--- config.mk ---
export PLATFORM = sky130hd
export DESIGN_NAME = instr_loader_flat
export DESIGN_NICKNAME = d
export VERILOG_FILES = /design/src/rtl/instr_loader_pkg.sv /design/src/rtl/instr_loader_if.sv /design/src/rtl/sync_fifo.sv /design/src/rtl/instr_loader.sv /design/src/flat_wrapper.sv
export SDC_FILE = /design/constraint.sdc
export NUM_CORES = 1
export LEC_CHECK = 0
export CAP_MARGIN = 20
export CORE_ASPECT_RATIO = 0.7
export CORE_UTILIZATION = 50
export DETAILED_ROUTE_END_ITERATION = 7
export PLACE_DENSITY = 0.79
export SYNTH_ARGS = -nofsm -noshare
export SYNTH_HDL_FRONTEND = slang
export SYNTH_SLANG_ARGS = --single-unit
--- constraint.sdc ---
create_clock -name clk -period 2.8 [get_ports clk]
set_clock_uncertainty 0.05 [all_clocks]
set_input_delay 0.56 -clock clk [delete_from_list [all_inputs] [get_ports clk]]
set_output_delay 0.56 -clock clk [all_outputs]
set_load 0.01 [all_outputs]
--- src/rtl/instr_loader_pkg.sv ---
// Shared decode constants: instruction kinds, opcodes and R-type function codes.
// Latency: n/a (definitions only).
// Backpressure: n/a.
// Contents: kind_e (request kind encoding), OP_* opcodes, FN_* funct codes, kind_legal().
package instr_loader_pkg;

    // Request kinds as carried on in_kind. Values 16-31 are illegal.
    typedef enum logic [4:0] {
        K_ADD  = 5'd0,
        K_SUB  = 5'd1,
        K_AND  = 5'd2,
        K_OR   = 5'd3,
        K_SLT  = 5'd4,
        K_JR   = 5'd5,
        K_MFHI = 5'd6,
        K_MFLO = 5'd7,
        K_ADDI = 5'd8,
        K_SLTI = 5'd9,
        K_LW   = 5'd10,
        K_SW   = 5'd11,
        K_BEQ  = 5'd12,
        K_BNE  = 5'd13,
        K_J    = 5'd14,
        K_JAL  = 5'd15
    } kind_e;

    localparam logic [5:0] OP_R    = 6'b000000;
    localparam logic [5:0] OP_ADDI = 6'b000001;
    localparam logic [5:0] OP_SLTI = 6'b000010;
    localparam logic [5:0] OP_LW   = 6'b000011;
    localparam logic [5:0] OP_SW   = 6'b000100;
    localparam logic [5:0] OP_BEQ  = 6'b000101;
    localparam logic [5:0] OP_BNE  = 6'b000110;
    localparam logic [5:0] OP_J    = 6'b000111;
    localparam logic [5:0] OP_JAL  = 6'b001000;

    localparam logic [5:0] FN_ADD  = 6'b100000;
    localparam logic [5:0] FN_SUB  = 6'b100010;
    localparam logic [5:0] FN_AND  = 6'b100100;
    localparam logic [5:0] FN_OR   = 6'b100101;
    localparam logic [5:0] FN_SLT  = 6'b101010;
    localparam logic [5:0] FN_JR   = 6'b001000;
    localparam logic [5:0] FN_MFHI = 6'b010000;
    localparam logic [5:0] FN_MFLO = 6'b010010;

    // Kinds 0-15 are defined; anything with bit 4 set is illegal.
    function automatic logic kind_legal(input logic [4:0] kind);
        return !kind[4];
    endfunction

endpackage

--- src/rtl/instr_loader_if.sv ---
// Request channel (valid/ready) plus instruction-memory write channel (we/ack).
// Latency: n/a (wiring only).
// Backpressure: in_ready throttles requests; mem_ack holds the memory write in place.
// Modports: slave = the loader (consumes requests, issues writes); master = the environment.
interface instr_loader_if;
    logic        in_valid;
    logic        in_ready;
    logic [4:0]  in_kind;
    logic [4:0]  in_rs;
    logic [4:0]  in_rt;
    logic [4:0]  in_rd;
    logic [15:0] in_imm;
    logic [25:0] in_target;
    logic        in_last;

    logic        mem_we;
    logic [31:0] mem_addr;
    logic [31:0] mem_wdata;
    logic        mem_ack;

    modport slave (
        input  in_valid, in_kind, in_rs, in_rt, in_rd, in_imm, in_target, in_last,
        output in_ready,
        output mem_we, mem_addr, mem_wdata,
        input  mem_ack
    );

    modport master (
        output in_valid, in_kind, in_rs, in_rt, in_rd, in_imm, in_target, in_last,
        input  in_ready,
        input  mem_we, mem_addr, mem_wdata,
        output mem_ack
    );
endinterface

--- src/rtl/sync_fifo.sv ---
// Single-clock FIFO with registered pointers; head word visible combinationally on pop_dat.
// Latency: a word pushed at edge N is visible at pop_dat after edge N.
// Backpressure: push ignored when full, pop ignored when empty; push+pop together keeps occupancy.
// Ports: clk, rst (async active-low), push/push_dat, pop/pop_dat, empty, full.
module sync_fifo #(
    parameter int WIDTH = 32,
    parameter int DEPTH = 4
) (
    input  logic             clk,
    input  logic             rst,
    input  logic             push,
    input  logic [WIDTH-1:0] push_dat,
    input  logic             pop,
    output logic [WIDTH-1:0] pop_dat,
    output logic             empty,
    output logic             full
);
    localparam int AW = $clog2(DEPTH);
    localparam logic [AW-1:0] PTR_ONE  = AW'(1);
    localparam logic [AW:0]   CNT_ONE  = (AW+1)'(1);
    localparam logic [AW:0]   CNT_FULL = (AW+1)'(DEPTH);

    logic [WIDTH-1:0] store [DEPTH];
    logic [AW-1:0]    wr_ptr;
    logic [AW-1:0]    rd_ptr;
    logic [AW:0]      count;
    logic             do_push;
    logic             do_pop;

    assign empty   = (count == '0);
    assign full    = (count == CNT_FULL);
    assign do_push = push && !full;
    assign do_pop  = pop && !empty;
    assign pop_dat = store[rd_ptr];

    // Storage needs no reset: contents are only observed while count is non-zero.
    always_ff @(posedge clk) begin
        if (do_push) begin
            store[wr_ptr] <= push_dat;
        end
    end

    // DEPTH is a power of two, so the pointers wrap naturally.
    always_ff @(posedge clk or negedge rst) begin
        if (!rst) begin
            wr_ptr <= '0;
            rd_ptr <= '0;
            count  <= '0;
        end else begin
            if (do_push) begin
                wr_ptr <= wr_ptr + PTR_ONE;
            end
            if (do_pop) begin
                rd_ptr <= rd_ptr + PTR_ONE;
            end
            case ({do_push, do_pop})
                2'b10:   count <= count + CNT_ONE;
                2'b01:   count <= count - CNT_ONE;
                default: count <= count;
            endcase
        end
    end
endmodule

--- src/rtl/instr_loader.sv ---
// Encodes instruction requests into 32-bit words and writes them to consecutive memory addresses.
// Latency: word accepted at edge N is offered on mem_we/mem_wdata from edge N+1 onward.
// Backpressure: in_ready drops when the word buffer is full or the last request is taken; mem_ack stalls writes.
// Ports: clk, rst (async active-low), start/base_addr (session control), bus (requests + memory
//        writes), busy/done/err/word_count (status).
module instr_loader
    import instr_loader_pkg::*;
#(
    parameter int FIFO_DEPTH = 4
) (
    input  logic           clk,
    input  logic           rst,
    input  logic           start,
    input  logic [31:0]    base_addr,
    instr_loader_if.slave  bus,
    output logic           busy,
    output logic           done,
    output logic           err,
    output logic [15:0]    word_count
);
    typedef enum logic [1:0] {
        S_IDLE = 2'd0,
        S_RUN  = 2'd1,
        S_FIN  = 2'd2
    } state_e;

    state_e      state_q;
    state_e      state_d;
    logic        last_accepted;
    logic        fifo_full;
    logic        fifo_empty;
    logic [31:0] fifo_head;
    logic [31:0] enc_word;
    logic        start_ok;
    logic        accept;
    logic        legal;
    logic        push;
    logic        pop;
    logic [31:0] addr_q;

    assign start_ok = start && (state_q == S_IDLE);
    assign legal    = kind_legal(bus.in_kind);

    assign bus.in_ready = (state_q == S_RUN) && !fifo_full && !last_accepted;
    assign accept       = bus.in_valid && bus.in_ready;
    // Illegal kinds are consumed but never reach the buffer.
    assign push         = accept && legal;

    assign bus.mem_we    = (state_q == S_RUN) && !fifo_empty;
    assign pop           = bus.mem_we && bus.mem_ack;
    // Gate the data so it reads zero whenever no write is offered (including in reset).
    assign bus.mem_wdata = bus.mem_we ? fifo_head : 32'd0;
    assign bus.mem_addr  = addr_q;

    assign busy = (state_q != S_IDLE);
    assign done = (state_q == S_FIN);

    // Encoder: unused fields are forced to zero for jr/mfhi/mflo.
    always_comb begin
        enc_word = 32'd0;
        case (bus.in_kind)
            K_ADD:   enc_word = {OP_R, bus.in_rs, bus.in_rt, bus.in_rd, 5'd0, FN_ADD};
            K_SUB:   enc_word = {OP_R, bus.in_rs, bus.in_rt, bus.in_rd, 5'd0, FN_SUB};
            K_AND:   enc_word = {OP_R, bus.in_rs, bus.in_rt, bus.in_rd, 5'd0, FN_AND};
            K_OR:    enc_word = {OP_R, bus.in_rs, bus.in_rt, bus.in_rd, 5'd0, FN_OR};
            K_SLT:   enc_word = {OP_R, bus.in_rs, bus.in_rt, bus.in_rd, 5'd0, FN_SLT};
            K_JR:    enc_word = {OP_R, bus.in_rs, 5'd0, 5'd0, 5'd0, FN_JR};
            K_MFHI:  enc_word = {OP_R, 5'd0, 5'd0, bus.in_rd, 5'd0, FN_MFHI};
            K_MFLO:  enc_word = {OP_R, 5'd0, 5'd0, bus.in_rd, 5'd0, FN_MFLO};
            K_ADDI:  enc_word = {OP_ADDI, bus.in_rs, bus.in_rt, bus.in_imm};
            K_SLTI:  enc_word = {OP_SLTI, bus.in_rs, bus.in_rt, bus.in_imm};
            K_LW:    enc_word = {OP_LW, bus.in_rs, bus.in_rt, bus.in_imm};
            K_SW:    enc_word = {OP_SW, bus.in_rs, bus.in_rt, bus.in_imm};
            K_BEQ:   enc_word = {OP_BEQ, bus.in_rs, bus.in_rt, bus.in_imm};
            K_BNE:   enc_word = {OP_BNE, bus.in_rs, bus.in_rt, bus.in_imm};
            K_J:     enc_word = {OP_J, bus.in_target};
            K_JAL:   enc_word = {OP_JAL, bus.in_target};
            default: enc_word = 32'd0;
        endcase
    end

    sync_fifo #(
        .WIDTH (32),
        .DEPTH (FIFO_DEPTH)
    ) u_fifo (
        .clk      (clk),
        .rst      (rst),
        .push     (push),
        .push_dat (enc_word),
        .pop      (pop),
        .pop_dat  (fifo_head),
        .empty    (fifo_empty),
        .full     (fifo_full)
    );

    // Session ends only once the last request is in and every buffered word has been acked.
    always_comb begin
        state_d = state_q;
        case (state_q)
            S_IDLE:  if (start_ok) state_d = S_RUN;
            S_RUN:   if (last_accepted && fifo_empty) state_d = S_FIN;
            S_FIN:   state_d = S_IDLE;
            default: state_d = S_IDLE;
        endcase
    end

    always_ff @(posedge clk or negedge rst) begin
        if (!rst) begin
            state_q <= S_IDLE;
        end else begin
            state_q <= state_d;
        end
    end

    always_ff @(posedge clk or negedge rst) begin
        if (!rst) begin
            addr_q        <= 32'd0;
            word_count    <= 16'd0;
            err           <= 1'b0;
            last_accepted <= 1'b0;
        end else if (start_ok) begin
            addr_q        <= base_addr;
            word_count    <= 16'd0;
            err           <= 1'b0;
            last_accepted <= 1'b0;
        end else begin
            if (pop) begin
                addr_q     <= addr_q + 32'd4;
                word_count <= word_count + 16'd1;
            end
            if (accept && !legal) begin
                err <= 1'b1;
            end
            if (accept && bus.in_last) begin
                last_accepted <= 1'b1;
            end
        end
    end
endmodule

--- src/flat_wrapper.sv ---
// flat-port wrapper written by rule: the top's interface ports become plain ports
module instr_loader_flat import instr_loader_pkg::*;
#(
    parameter int FIFO_DEPTH = 4
)
  (clk, rst, start, base_addr, busy, done, err, word_count, bus_in_valid, bus_in_kind, bus_in_rs, bus_in_rt, bus_in_rd, bus_in_imm, bus_in_target, bus_in_last, bus_in_ready, bus_mem_we, bus_mem_addr, bus_mem_wdata, bus_mem_ack);
  instr_loader_if bus_i ();
  input  logic clk;
  input  logic rst;
  input  logic start;
  input  logic [31:0] base_addr;
  output logic busy;
  output logic done;
  output logic err;
  output logic [15:0] word_count;
  input wire logic [$bits(bus_i.in_valid)-1:0] bus_in_valid;
  input wire logic [$bits(bus_i.in_kind)-1:0] bus_in_kind;
  input wire logic [$bits(bus_i.in_rs)-1:0] bus_in_rs;
  input wire logic [$bits(bus_i.in_rt)-1:0] bus_in_rt;
  input wire logic [$bits(bus_i.in_rd)-1:0] bus_in_rd;
  input wire logic [$bits(bus_i.in_imm)-1:0] bus_in_imm;
  input wire logic [$bits(bus_i.in_target)-1:0] bus_in_target;
  input wire logic [$bits(bus_i.in_last)-1:0] bus_in_last;
  output wire logic [$bits(bus_i.in_ready)-1:0] bus_in_ready;
  output wire logic [$bits(bus_i.mem_we)-1:0] bus_mem_we;
  output wire logic [$bits(bus_i.mem_addr)-1:0] bus_mem_addr;
  output wire logic [$bits(bus_i.mem_wdata)-1:0] bus_mem_wdata;
  input wire logic [$bits(bus_i.mem_ack)-1:0] bus_mem_ack;
  assign bus_i.in_valid = bus_in_valid;
  assign bus_i.in_kind = bus_in_kind;
  assign bus_i.in_rs = bus_in_rs;
  assign bus_i.in_rt = bus_in_rt;
  assign bus_i.in_rd = bus_in_rd;
  assign bus_i.in_imm = bus_in_imm;
  assign bus_i.in_target = bus_in_target;
  assign bus_i.in_last = bus_in_last;
  assign bus_in_ready = bus_i.in_ready;
  assign bus_mem_we = bus_i.mem_we;
  assign bus_mem_addr = bus_i.mem_addr;
  assign bus_mem_wdata = bus_i.mem_wdata;
  assign bus_i.mem_ack = bus_mem_ack;
  instr_loader #(.FIFO_DEPTH(FIFO_DEPTH)) u_core (.clk(clk), .rst(rst), .start(start), .base_addr(base_addr), .bus(bus_i), .busy(busy), .done(done), .err(err), .word_count(word_count));
endmodule
==> results by group, run 1 <==
Synth
  – Avg Inst Size Synth: 12.81 sq um
  – Synth Cell Area: 0.008277 sq mm
  – Number of standard cells after synthesis: 646
  – Ranking of synthesized cells by instance count: edfxtp_1 (120), nand2_1 (84), dfrtp_1 (59), and3_1 (38), nor2_1 (36)
  – Synth Flop Type: edfxtp_1
  – Share of the synthesized area in the top cell type: 0.4354
  – Post-synthesis cell type with the largest combined area: edfxtp_1
  – Yosys synthesis warning count: 0
  – Cell types occupying the most area after synthesis: edfxtp_1 (44%), dfrtp_1 (18%), mux4_2 (8.2%)
  – Post-synth EDFFs: 120
  – Sequential fraction of the synthesis area: 0.6138
  – #FFs+latches synth: 179
  – Share of synthesized registers carrying an async set or reset: 0.3296
  – Most used standard cell by instance count after synthesis: edfxtp_1
  – Unique masters post-synth: 58

Critical path
  – Critical register-to-register path endpoint: u_core.u_fifo.count[1]
  – Start-to-end type of the worst setup path: reg2out
  – Setup slack of the most critical reg-to-reg path: 0.41 ns
  – Critical path required time: 2.19 ns
  – Launching element type of the critical path: register
  – Maximum fanout along the worst path: 7
  – Endpoint class of the critical path: output pin
  – Worst r2r src: u_core.state_q[1]
  – Signal arrival time at the worst endpoint: 2.12 ns
  – Worst reg2reg path depth: 9

Route
  – Total Wirelength: 20820 microns
  – M1 WL: 9263 microns
  – Via/cell ratio: 5.689
  – DR top layer: met4
  – Count of routing violations after the opening detailed-route iteration: 461
  – Antenna Nets Post-Route: 0
  – Per-cell routed wire length: 19.15 microns
  – Routed length on met3: 1175 microns
  – Number of vias in the routed layout: 6184
  – Metal2 WL: 10110 microns
  – Number of search-and-repair iterations in the first detailed-routing pass: 7
  – Count of unresolved DRC violations after routing: 0

Global routing
  – First-pass GRT wire length: 32470 microns
  – Antenna violations before repair: 0
  – Pin count of the biggest net entering global routing: 63
  – Vias in the first global route: 6068
  – Leftover overflow at the end of global routing: 0
  – Total global-route track usage: 0.2537

Timing
  – RSZ-0062 raised after global routing: no
  – Headroom to the max-slew limit: 0.4761
  – Final worst path period need: 2.734 ns
  – Worst hold margin: 0.1481 ns
  – Total setup violations reported at the end of the flow: 0
  – Highest achievable clock rate: 0.3658 GHz
  – Tcrit/Tclk final: 0.9763
  – Setup TNS: 0 ns
  – Transition time at the pin with the least slew margin: 0.7858 ns
  – Fin. max-slew vios: 0
  – Final count of hold timing violations: 0

Power
  – Power per unit of standard cell area: 908.2 mW/mm^2
  – Static leakage: 4.285 nW
  – Worst IR Drop VDD: 0.5326 mV

Die
  – Number of top-level design ports: 185
  – Effective utilization at floorplan: 0.5228
  – # rows: 38
  – Floorplan core area: 0.01583 sq mm
  – Die height: 109.6 microns
  – Die outline width: 155.8 microns
  – Die area: 0.01708 sq mm

Final layout
  – Number of nets in the final layout: 962
  – Number of diodes added for antenna fixing: 0
  – Area growth, synth to finish: 35.72%
  – Share of post-route cells with drive strength above 1: 0.1361
  – Count of filler cells inserted in the layout: 1084
  – Utilization after layout: 0.7095

Flow run
  – Reported max-cap violation count: 0

Clock network
  – CTS Buf Count: 17
  – H-Tree Level Count: 4
  – Buffers from clock root to sink, at most: 2
  – Clk pin slew, worst setup/hold paths: 0.08 ns
  – CTS sink cnt: 179
  – Clock latency at the later pin of the worst-skew pair: 0.43 ns
  – CTS tree: yes
  – Clock Root Buffer: clkbuf_16

Placement
  – Final HPWL from detailed placement: 14320 microns
  – Count of input and output buffers: 182
  – Global placement routability congestion: 0.8596

Hold path
  – Type of the most critical hold path: in2async

Status
  – Result of the run: finished, final reports clean
==> through the flow <==
stage	cells	cell area [sq um]	worst slack [ns]	power (mW)
floorplan	647	8280	0.1759	5.799
global placement	1046	10560	0.2451	7.792
detailed placement	1046	10560	0.1548	7.912
CTS	1085	11200	0.01660	10.21
global route	1087	11230	0.006507	10.71
finish	1087	11230	0.06630	10.20
==> worst max-delay path by stage <==
stage                                       start                         to  slack [ns]  cells past startpoint
after floorplan                 u_core.state_q[1]  u_core.u_fifo.store[0][0]        0.18                      5
after global placement    u_core.u_fifo.rd_ptr[0]          bus_mem_wdata[22]        0.25                      4
after detailed placement              bus_mem_ack    u_core.bus.mem_addr[11]        0.15                      7
after CTS                 u_core.u_fifo.rd_ptr[0]           bus_mem_wdata[2]        0.02                      6
after global routing      u_core.u_fifo.rd_ptr[0]           bus_mem_wdata[0]       0.007                      6
final                     u_core.u_fifo.rd_ptr[0]           bus_mem_wdata[0]        0.07                      6
==> power by group <==
group          switching, mW  total [mW]  leakage (nW)  internal [mW]
clock network           1.09        2.36         0.287           1.27
registers              0.446        3.73          1.85           3.28
logic                   1.93        4.11          2.15           2.18
==> registers in the layout, summed over array words and instances, names as in the netlist <==
signal and flops:
u_core.bus.mem_addr 32, u_core.err 1, u_core.last_accepted 1, u_core.state_q 2
u_core.u_fifo.count 3, u_core.u_fifo.rd_ptr 2, u_core.u_fifo.store 120, u_core.u_fifo.wr_ptr 2
u_core.word_count 16
==> logic make-up after synthesis <==
| group | Yosys count | synth area share |
|---|---|---|
| AND/OR/NAND/NOR | 251 | 0.1536 |
| multiplexers | 39 | 0.09267 |
| other | 1 | 0.0004531 |
| flip-flops | 179 | 0.6138 |
| XOR/XNOR | 39 | 0.04127 |
| adder cells (fa/ha/maj) | 8 | 0.01300 |
| AO/OA/AOI/OAI | 80 | 0.06123 |
| buffers and inverters | 49 | 0.02403 |
==> layout make-up <==
| cell class | count | area [sq um] | share of cell area |
|---|---|---|---|
| flip-flops and latches | 179 | 5082 | 0.4524 |
| multi-input cells | 419 | 3013 | 0.2682 |
| repair buffers | 222 | 2220 | 0.1976 |
| clock buffers | 17 | 425.4 | 0.03787 |
| well taps | 220 | 275.3 | 0.02450 |
| clock inverters | 15 | 161.4 | 0.01437 |
| inverters | 15 | 56.30 | 0.005012 |
==> what timing repair did <==
action                                  in CTS  in global routing
endpoints found under the hold margin        0                  0
hold buffers                                 0                  0
endpoints found under the setup margin      31                  4
gates resized for setup                     34                  4
gates cloned                                 1                  1
buffers inserted                             6                  1
==> worst max-delay path, stage by stage, from the launching register on <==
cell and delay [ns]:
dfrtp_2 0.38, buf_12 0.15, buf_12 0.13, buf_4 0.11
mux4_2 0.47, and3_1 0.18, dlygate4sd2_1 0.27
==> layer usage <==
metal  track usage  up-vias
met5             0        -
met4       0.07283        0
met3       0.05006       24
met2        0.4037      224
met1        0.3580     3122
li1              -     2814
==> cells in the final DEF, fill, tap and decap left out, types with 7 or more instances in the layout <==
| master | Yosys | routed |
|---|---|---|
| nand2_1 | 84 | 83 |
| and3_1 | 38 | 38 |
| dfrtp_1 | 59 | 57 |
| dlygate4sd2_1 | 0 | 27 |
| nand4_1 | 10 | 10 |
| mux4_2 | 30 | 30 |
| inv_1 | 14 | 14 |
| nor2_1 | 36 | 36 |
| clkdlybuf4s50_1 | 0 | 151 |
| edfxtp_1 | 120 | 120 |
| a21oi_1 | 20 | 20 |
| xor2_1 | 22 | 22 |
| nor3_1 | 13 | 13 |
| mux2i_1 | 8 | 8 |
| buf_4 | 2 | 29 |
| clkbuf_16 | 0 | 18 |
| buf_12 | 0 | 8 |
| and2_1 | 8 | 8 |
| ha_1 | 7 | 7 |
| xnor2_1 | 17 | 17 |
| nand3_1 | 33 | 33 |
| o21ai_0 | 28 | 28 |
Note: power is estimated with default switching activity, not from simulation.
==> run 2, diff against run 1 <==
--- a/config.mk
+++ b/config.mk
@@ -7,6 +7,7 @@
 export LEC_CHECK = 0
 export CAP_MARGIN = 20
 export CORE_ASPECT_RATIO = 0.7
+export CORE_MARGIN = 3
 export CORE_UTILIZATION = 50
 export DETAILED_ROUTE_END_ITERATION = 7
 export PLACE_DENSITY = 0.79
==> results by group, run 2 (synthesis gave the netlist of run 1 again) <==
Route
  – Number of search-and-repair iterations in the first detailed-routing pass: 5 (was 7)
  – Total Wirelength: 20730 microns (was 20820 microns)
  – Per-cell routed wire length: 19.16 microns (was 19.15 microns)
  – Via/cell ratio: 5.652 (was 5.689)
  – Count of unresolved DRC violations after routing: 0 (unchanged)
  – Count of routing violations after the opening detailed-route iteration: 468 (was 461)
  – Number of vias in the routed layout: 6115 (was 6184)
  – Antenna Nets Post-Route: 0 (unchanged)

Placement
  – Placed cell area: 0.01056 sq mm (about the same)
  – Global placement routability congestion: 0.8947 (was 0.8596)
  – Final HPWL from detailed placement: 14550 microns (was 14320 microns)
  – Count of input and output buffers: 182 (unchanged)

Power
  – Power per unit of standard cell area: 895.6 mW/mm^2 (was 908.2 mW/mm^2)
  – Internal power of the cells: 6.576 mW (was 6.736 mW)
  – Proportion of power drawn by the clock network: 0.227 (was 0.232)
  – Worst IR Drop VDD: 0.4560 mV (was 0.5326 mV)
  – Gate power share: 0.399 (was 0.403)
  – Net switching power of the design: 3.412 mW (was 3.466 mW)
  – Static leakage: 4.249 nW (was 4.285 nW)
  – Part of the power in registers: 0.374 (was 0.366)
  – Fraction of power spent switching nets: 0.3416 (was 0.3397)

Final layout
  – Highest-count cells in the layout ignoring fill and taps: clkdlybuf4s50_1 (151), edfxtp_1 (120), nand2_1 (84) (was clkdlybuf4s50_1 (151), edfxtp_1 (120), nand2_1 (83))
  – Number of nets in the final layout: 957 (was 962)
  – Share of post-route cells with drive strength above 1: 0.1299 (was 0.1361)
  – Largest register FFs: 120 (unchanged)
  – Commonest non-fill, non-tap cell in the layout: clkdlybuf4s50_1 (unchanged)
  – Design area: 0.01115 sq mm (was 0.01123 sq mm)
  – Number of diodes added for antenna fixing: 0 (unchanged)
  – Area growth, synth to finish: 34.74% (was 35.72%)
  – Largest reg by FF count: u_core.u_fifo.store (unchanged)
  – Count of filler cells inserted in the layout: 1074 (was 1084)

Critical path
  – Critical register-to-register path endpoint: u_core.u_fifo.count[2] (was u_core.u_fifo.count[1])
  – Critical-path cell with the highest stage delay: mux4_2 (unchanged)
  – Setup slack of the most critical reg-to-reg path: 0.34 ns (was 0.41 ns)
  – Maximum fanout along the worst path: 10 (was 7)
  – Endpoint class of the critical path: output pin (unchanged)
  – Worst r2r src: u_core.state_q[1] (unchanged)
  – Critical path required time: 2.19 ns (about the same)
  – Number of buffer and inverter instances along the worst setup path: 3 (was 4)
  – Start-to-end type of the worst setup path: reg2out (unchanged)
  – Largest stage delay, worst path: 0.47 ns (about the same)
  – Gate family responsible for the most delay along the worst path: buffers and inverters (unchanged)
  – Signal arrival time at the worst endpoint: 2.11 ns (was 2.12 ns)
  – Launching element type of the critical path: register (unchanged)
  – Worst reg2reg path depth: 11 (was 9)
  – Crit path cell chain: buf_12 -> buf_4 -> mux4_2 -> and3_1 -> dlygate4sd2_1 (was buf_12 -> buf_12 -> buf_4 -> mux4_2 -> and3_1 -> dlygate4sd2_1)

Timing
  – RSZ-0062 raised after global routing: no (unchanged)
  – Transition time at the pin with the least slew margin: 0.7141 ns (was 0.7858 ns)
  – Highest achievable clock rate: 0.3674 GHz (was 0.3658 GHz)
  – Setup TNS: 0 ns (unchanged)
  – Total setup violations reported at the end of the flow: 0 (unchanged)
  – Headroom to the max-slew limit: 0.5239 (was 0.4761)
  – Fin. max-slew vios: 0 (unchanged)
  – Tcrit/Tclk final: 0.9721 (was 0.9763)
  – Final worst path period need: 2.722 ns (was 2.734 ns)
  – Final count of hold timing violations: 0 (unchanged)

Clock network
  – CTS sink cnt: 179 (unchanged)
  – Clk pin slew, worst setup/hold paths: 0.07 ns (was 0.08 ns)
  – Number of hold buffers added after cts: 0 (unchanged)
  – Buffers from clock root to sink, at most: 2 (unchanged)
  – CTS tree: yes (unchanged)
  – CTS Buf Count: 17 (unchanged)
  – Clock latency at the later pin of the worst-skew pair: 0.43 ns (about the same)
  – H-Tree Level Count: 4 (unchanged)
  – Clock Root Buffer: clkbuf_16 (unchanged)

Die
  – Die area: 0.01816 sq mm (was 0.01708 sq mm)
  – Effective utilization at floorplan: 0.5228 (unchanged)
  – Floorplan core area: 0.01583 sq mm (unchanged)
  – # rows: 38 (unchanged)
  – Die height: 113.6 microns (was 109.6 microns)
  – Die outline width: 159.8 microns (was 155.8 microns)
  – Number of top-level design ports: 185 (unchanged)

Global routing
  – Antenna violations before repair: 0 (unchanged)
  – Pin count of the biggest net entering global routing: 63 (unchanged)
  – Leftover overflow at the end of global routing: 0 (unchanged)
  – Total global-route track usage: 0.2319 (was 0.2537)
  – Vias in the first global route: 6179 (was 6068)
  – First-pass GRT wire length: 32910 microns (was 32470 microns)

Hold path
  – Type of the most critical hold path: in2async (unchanged)

Flow run
  – Reported max-cap violation count: 0 (unchanged)

Status
  – Result of the run: finished, final reports clean (unchanged)
-- run 2: layer usage --
layer,vias to the layer above,part of all wire,track usage
met5,-,0,0
met4,0,0.018,0.06416
met3,26,0.063,0.04755
met2,228,0.49,0.3838
met1,3055,0.43,0.3186
li1,2806,-,-
-- run 2: how the worst max path moves through the flow --
stage,endpoint,start,cells after the start,slack (ns)
floorplan,u_core.u_fifo.store[0][0],u_core.state_q[1],5,0.18
global placement,u_core.u_fifo.count[2],bus_mem_ack,10,0.26
CTS,bus_mem_we,u_core.state_q[0],5,0.03
global route,bus_mem_wdata[8],u_core.u_fifo.rd_ptr[0],5,0.02
finish,bus_mem_wdata[9],u_core.u_fifo.rd_ptr[0],5,0.08
detailed placement,u_core.u_fifo.count[2],bus_mem_ack,10,0.16
-- run 2: through the flow --
step	hold slack, ns	setup slack [ns]	power [mW]	utilization	cells
after floorplan	0.2144	0.1759	5.799	-	647
after global placement	0.4085	0.2612	7.806	0.6668	1044
after detailed placement	0.4383	0.1620	7.913	0.6668	1044
after CTS	0.1333	0.02932	10.00	0.7018	1079
after global routing	0.1775	0.01614	10.52	0.7044	1082
final	0.1194	0.07823	9.988	0.7044	1082
-- run 2: worst reg2reg max path: cells and delay by family, from the launching register on --
kind / cells / cell delay (ns)
simple gates: 4 / 0.68
flops: 1 / 0.47
fa+ha+maj: 2 / 0.40
compound gates: 1 / 0.32
xor+xnor: 2 / 0.29
buf+inv: 2 / 0.14
-- run 2: area by class of cell --
class                           instances  area, sq um  area share
Timing Repair Buffer                  217         2162      0.1939
Clock inverter                         15        135.1     0.01212
Tap cell                              220        275.3     0.02468
Inverter                               15        56.30    0.005049
Clock buffer                           17        425.4     0.03815
Sequential cell                       179         5082      0.4557
Multi-Input combinational cell        419         3015      0.2704
-- run 2: what timing repair did --
item                       CTS  global route
resized for setup           32             2
setup endpoints to repair   31             2
setup buffers                3             3
-- run 2: power groups by stage --
| stage | clock [mW] | combinational [mW] | sequential (mW) |
|---|---|---|---|
| 2_1_floorplan | 0 | 2.02 | 3.78 |
| 3_3_place_gp | 0 | 4.05 | 3.76 |
| 3_5_place_dp | 0 | 4.13 | 3.78 |
| 4_1_cts | 2.31 | 3.97 | 3.73 |
| 5_1_grt | 2.42 | 4.30 | 3.80 |
| 6_report | 2.27 | 3.98 | 3.74 |
==> run 3, diff against run 2 <==
--- a/config.mk
+++ b/config.mk
@@ -8,9 +8,9 @@
 export CAP_MARGIN = 20
 export CORE_ASPECT_RATIO = 0.7
 export CORE_MARGIN = 3
-export CORE_UTILIZATION = 50
+export CORE_UTILIZATION = 51
 export DETAILED_ROUTE_END_ITERATION = 7
-export PLACE_DENSITY = 0.79
+export PLACE_DENSITY = 0.81
 export SYNTH_ARGS = -nofsm -noshare
 export SYNTH_HDL_FRONTEND = slang
 export SYNTH_SLANG_ARGS = --single-unit
==> results by group, run 3 (synthesis gave the netlist of run 1 again) <==
Status
  – Result of the run: finished, final reports clean (unchanged)

Power
  – Static leakage: 4.235 nW (was 4.249 nW)
  – Net switching power of the design: 3.528 mW (was 3.412 mW)
  – Gate power share: 0.403 (was 0.399)
  – Proportion of power drawn by the clock network: 0.229 (was 0.227)
  – Internal power of the cells: 6.622 mW (was 6.576 mW)
  – Overall power consumption: 10.15 mW (was 9.988 mW)
  – Worst IR Drop VDD: 0.5002 mV (was 0.4560 mV)
  – Part of the power in registers: 0.368 (was 0.374)
  – Fraction of power spent switching nets: 0.3476 (was 0.3416)
  – Power per unit of standard cell area: 910.1 mW/mm^2 (was 895.6 mW/mm^2)

Route
  – Number of vias in the routed layout: 6151 (was 6115)
  – Antenna Nets Post-Route: 0 (unchanged)
  – Total Wirelength: 21590 microns (was 20730 microns)
  – Count of unresolved DRC violations after routing: 0 (unchanged)
  – Number of search-and-repair iterations in the first detailed-routing pass: 6 (was 5)
  – Per-cell routed wire length: 20.42 microns (was 19.16 microns)
  – Via/cell ratio: 5.819 (was 5.652)
  – Count of routing violations after the opening detailed-route iteration: 555 (was 468)

Clock network
  – CTS tree: yes (unchanged)
  – Clk pin slew, worst setup/hold paths: 0.07 ns (about the same)
  – Clock Root Buffer: clkbuf_16 (unchanged)
  – Clock latency at the later pin of the worst-skew pair: 0.43 ns (about the same)
  – Number of hold buffers added after cts: 0 (unchanged)
  – Buffers from clock root to sink, at most: 2 (unchanged)
  – CTS sink cnt: 179 (unchanged)
  – CTS Buf Count: 17 (unchanged)
  – H-Tree Level Count: 4 (unchanged)

Critical path
  – Gate family responsible for the most delay along the worst path: buffers and inverters (unchanged)
  – Critical-path cell with the highest stage delay: clkdlybuf4s50_1 (was mux4_2)
  – Maximum fanout along the worst path: 35 (was 10)
  – Launching element type of the critical path: register (unchanged)
  – Setup slack of the most critical reg-to-reg path: 0.33 ns (was 0.34 ns)
  – Endpoint class of the critical path: output pin (unchanged)
  – Number of buffer and inverter instances along the worst setup path: 3 (unchanged)
  – Start-to-end type of the worst setup path: reg2out (unchanged)
  – Critical path required time: 2.19 ns (about the same)
  – Crit path cell chain: or3_1 -> buf_12 -> nand2_2 -> inv_1 -> clkdlybuf4s50_1 (was buf_12 -> buf_4 -> mux4_2 -> and3_1 -> dlygate4sd2_1)
  – Largest stage delay, worst path: 0.47 ns (about the same)
  – Signal arrival time at the worst endpoint: 2.10 ns (was 2.11 ns)

Global routing
  – Leftover overflow at the end of global routing: 0 (unchanged)
  – Pin count of the biggest net entering global routing: 63 (unchanged)
  – Vias in the first global route: 6135 (was 6179)
  – Met1 Use GR: 0.3517 (was 0.3186)
  – Met2 track utilization from global routing: 0.3873 (was 0.3838)
  – GR Layer Usage met3: 0.04046 (was 0.04755)
  – Total global-route track usage: 0.2450 (was 0.2319)
  – First-pass GRT wire length: 33620 microns (was 32910 microns)
  – Layer carrying the most global-route usage: met2 (unchanged)
  – Antenna violations before repair: 0 (unchanged)

Timing
  – Tcrit/Tclk final: 0.9689 (was 0.9721)
  – Total setup violations reported at the end of the flow: 0 (unchanged)
  – RSZ-0062 raised after global routing: no (unchanged)
  – Setup TNS: 0 ns (unchanged)
  – Headroom to the max-slew limit: 0.5551 (was 0.5239)
  – Transition time at the pin with the least slew margin: 0.6673 ns (was 0.7141 ns)
  – Highest achievable clock rate: 0.3686 GHz (was 0.3674 GHz)
  – Fin. max-slew vios: 0 (unchanged)
  – Final worst path period need: 2.713 ns (was 2.722 ns)
  – Worst hold margin: 0.1067 ns (was 0.1194 ns)
  – Final count of hold timing violations: 0 (unchanged)

Placement
  – Global placement routability congestion: 0.9013 (was 0.8947)
  – Final HPWL from detailed placement: 14440 microns (was 14550 microns)
  – Count of input and output buffers: 182 (unchanged)
  – Placed cell area: 0.01052 sq mm (was 0.01056 sq mm)
  – Count of placed standard cells including taps: 1021 (was 1044)

Hold path
  – Type of the most critical hold path: in2async (unchanged)

Die
  – # rows: 38 (unchanged)
  – Effective utilization at floorplan: 0.5275 (was 0.5228)
  – Die outline width: 158.3 microns (was 159.8 microns)
  – Die height: 112.6 microns (was 113.6 microns)
  – Number of top-level design ports: 185 (unchanged)
  – Floorplan core area: 0.01569 sq mm (was 0.01583 sq mm)
  – Die area: 0.01782 sq mm (was 0.01816 sq mm)

Flow run
  – Reported max-cap violation count: 0 (unchanged)

Final layout
  – Design area: 0.01115 sq mm (about the same)
  – Area growth, synth to finish: 34.75% (was 34.74%)
  – Number of diodes added for antenna fixing: 0 (unchanged)
  – Final standard cell count with taps included and fillers excluded: 1057 (was 1082)
  – Number of nets in the final layout: 952 (was 957)
  – Share of post-route cells with drive strength above 1: 0.1272 (was 0.1299)
  – Highest-count cells in the layout ignoring fill and taps: clkdlybuf4s50_1 (151), edfxtp_1 (120), nand2_1 (83) (was clkdlybuf4s50_1 (151), edfxtp_1 (120), nand2_1 (84))
  – Largest reg by FF count: u_core.u_fifo.store (unchanged)
  – Commonest non-fill, non-tap cell in the layout: clkdlybuf4s50_1 (unchanged)
  – Largest register FFs: 120 (unchanged)
run 3: cell count changes in the layout (fill, tap and decap cells not counted), moves of 2 or more:
cell / before / now
clkdlybuf4s15_1: 0 / 7
buf_12: 9 / 11
buf_4: 25 / 18
dlygate4sd2_1: 30 / 23
clkinv_1: 2 / 0
run 3: final cells by class:
| type | instances | area, sq um |
|---|---|---|
| Clock buffer | 17 | 425.4 |
| Clock inverter | 15 | 155.1 |
| Fill cell | 1049 | 4537 |
| Inverter | 15 | 56.30 |
| Multi-Input combinational cell | 419 | 3013 |
| Sequential cell | 179 | 5082 |
| Tap cell | 200 | 250.2 |
| Timing Repair Buffer | 212 | 2171 |
run 3: worst register-to-register path, cell delays in order, from the launching register on:
cell and delay, ns:
dfrtp_1 0.46, nand2b_1 0.20, a311oi_1 0.32, and2_1 0.24, and2b_1 0.15, inv_1 0.05
ha_1 0.22, inv_1 0.08, fa_1 0.18, xor2_1 0.18, nor2_1 0.07, xor2_1 0.15
run 3: power by group through the flow:
stage                     clock network, mW  logic, mW  registers [mW]
after floorplan                           0       2.02            3.78
after global placement                    0       4.06            3.73
after detailed placement                  0       4.15            3.76
after CTS                              2.37       4.16            3.72
after global routing                   2.47       4.39            3.79
final                                  2.33       4.09            3.73
run 3: per-stage QoR:
| step | setup WS (ns) | utilization |
|---|---|---|
| finish | 0.08721 | 0.7108 |
| global route | 0.02422 | 0.7108 |
| CTS | 0.001264 | 0.7124 |
| detailed placement | 0.1516 | 0.6707 |
| global placement | 0.2610 | 0.6707 |
| floorplan | 0.1759 | - |
run 3: what timing repair did:
action                                  CTS  global route
resized for setup                        39             2
hold endpoints to repair                  0             0
setup buffers                             3             0
endpoints found under the setup margin   30             6
cloned                                    2             0
pin swaps                                 0             0
run 3: worst paths after layout:
check | from | to | cells past startpoint
max | u_core.u_fifo.count[2] | bus_mem_we | 5
min in group clk | u_core.bus.mem_addr[0] | u_core.bus.mem_addr[0] | 2
max in group asynchronous | rst | u_core.state_q[0] | 2
min reg2reg | u_core.bus.mem_addr[0] | u_core.bus.mem_addr[0] | 2
max reg2reg | u_core.state_q[1] | u_core.u_fifo.count[2] | 11
min | rst | u_core.bus.mem_addr[7] | 1
run 3: routing by layer:
layer | vias to the layer above | routed length (microns) | part of all wire
li1 | 2798 | - | -
met1 | 3087 | 9357 | 0.43
met2 | 232 | 10590 | 0.49
met3 | 34 | 1241 | 0.057
met4 | 0 | 396 | 0.018
met5 | - | 0 | 0
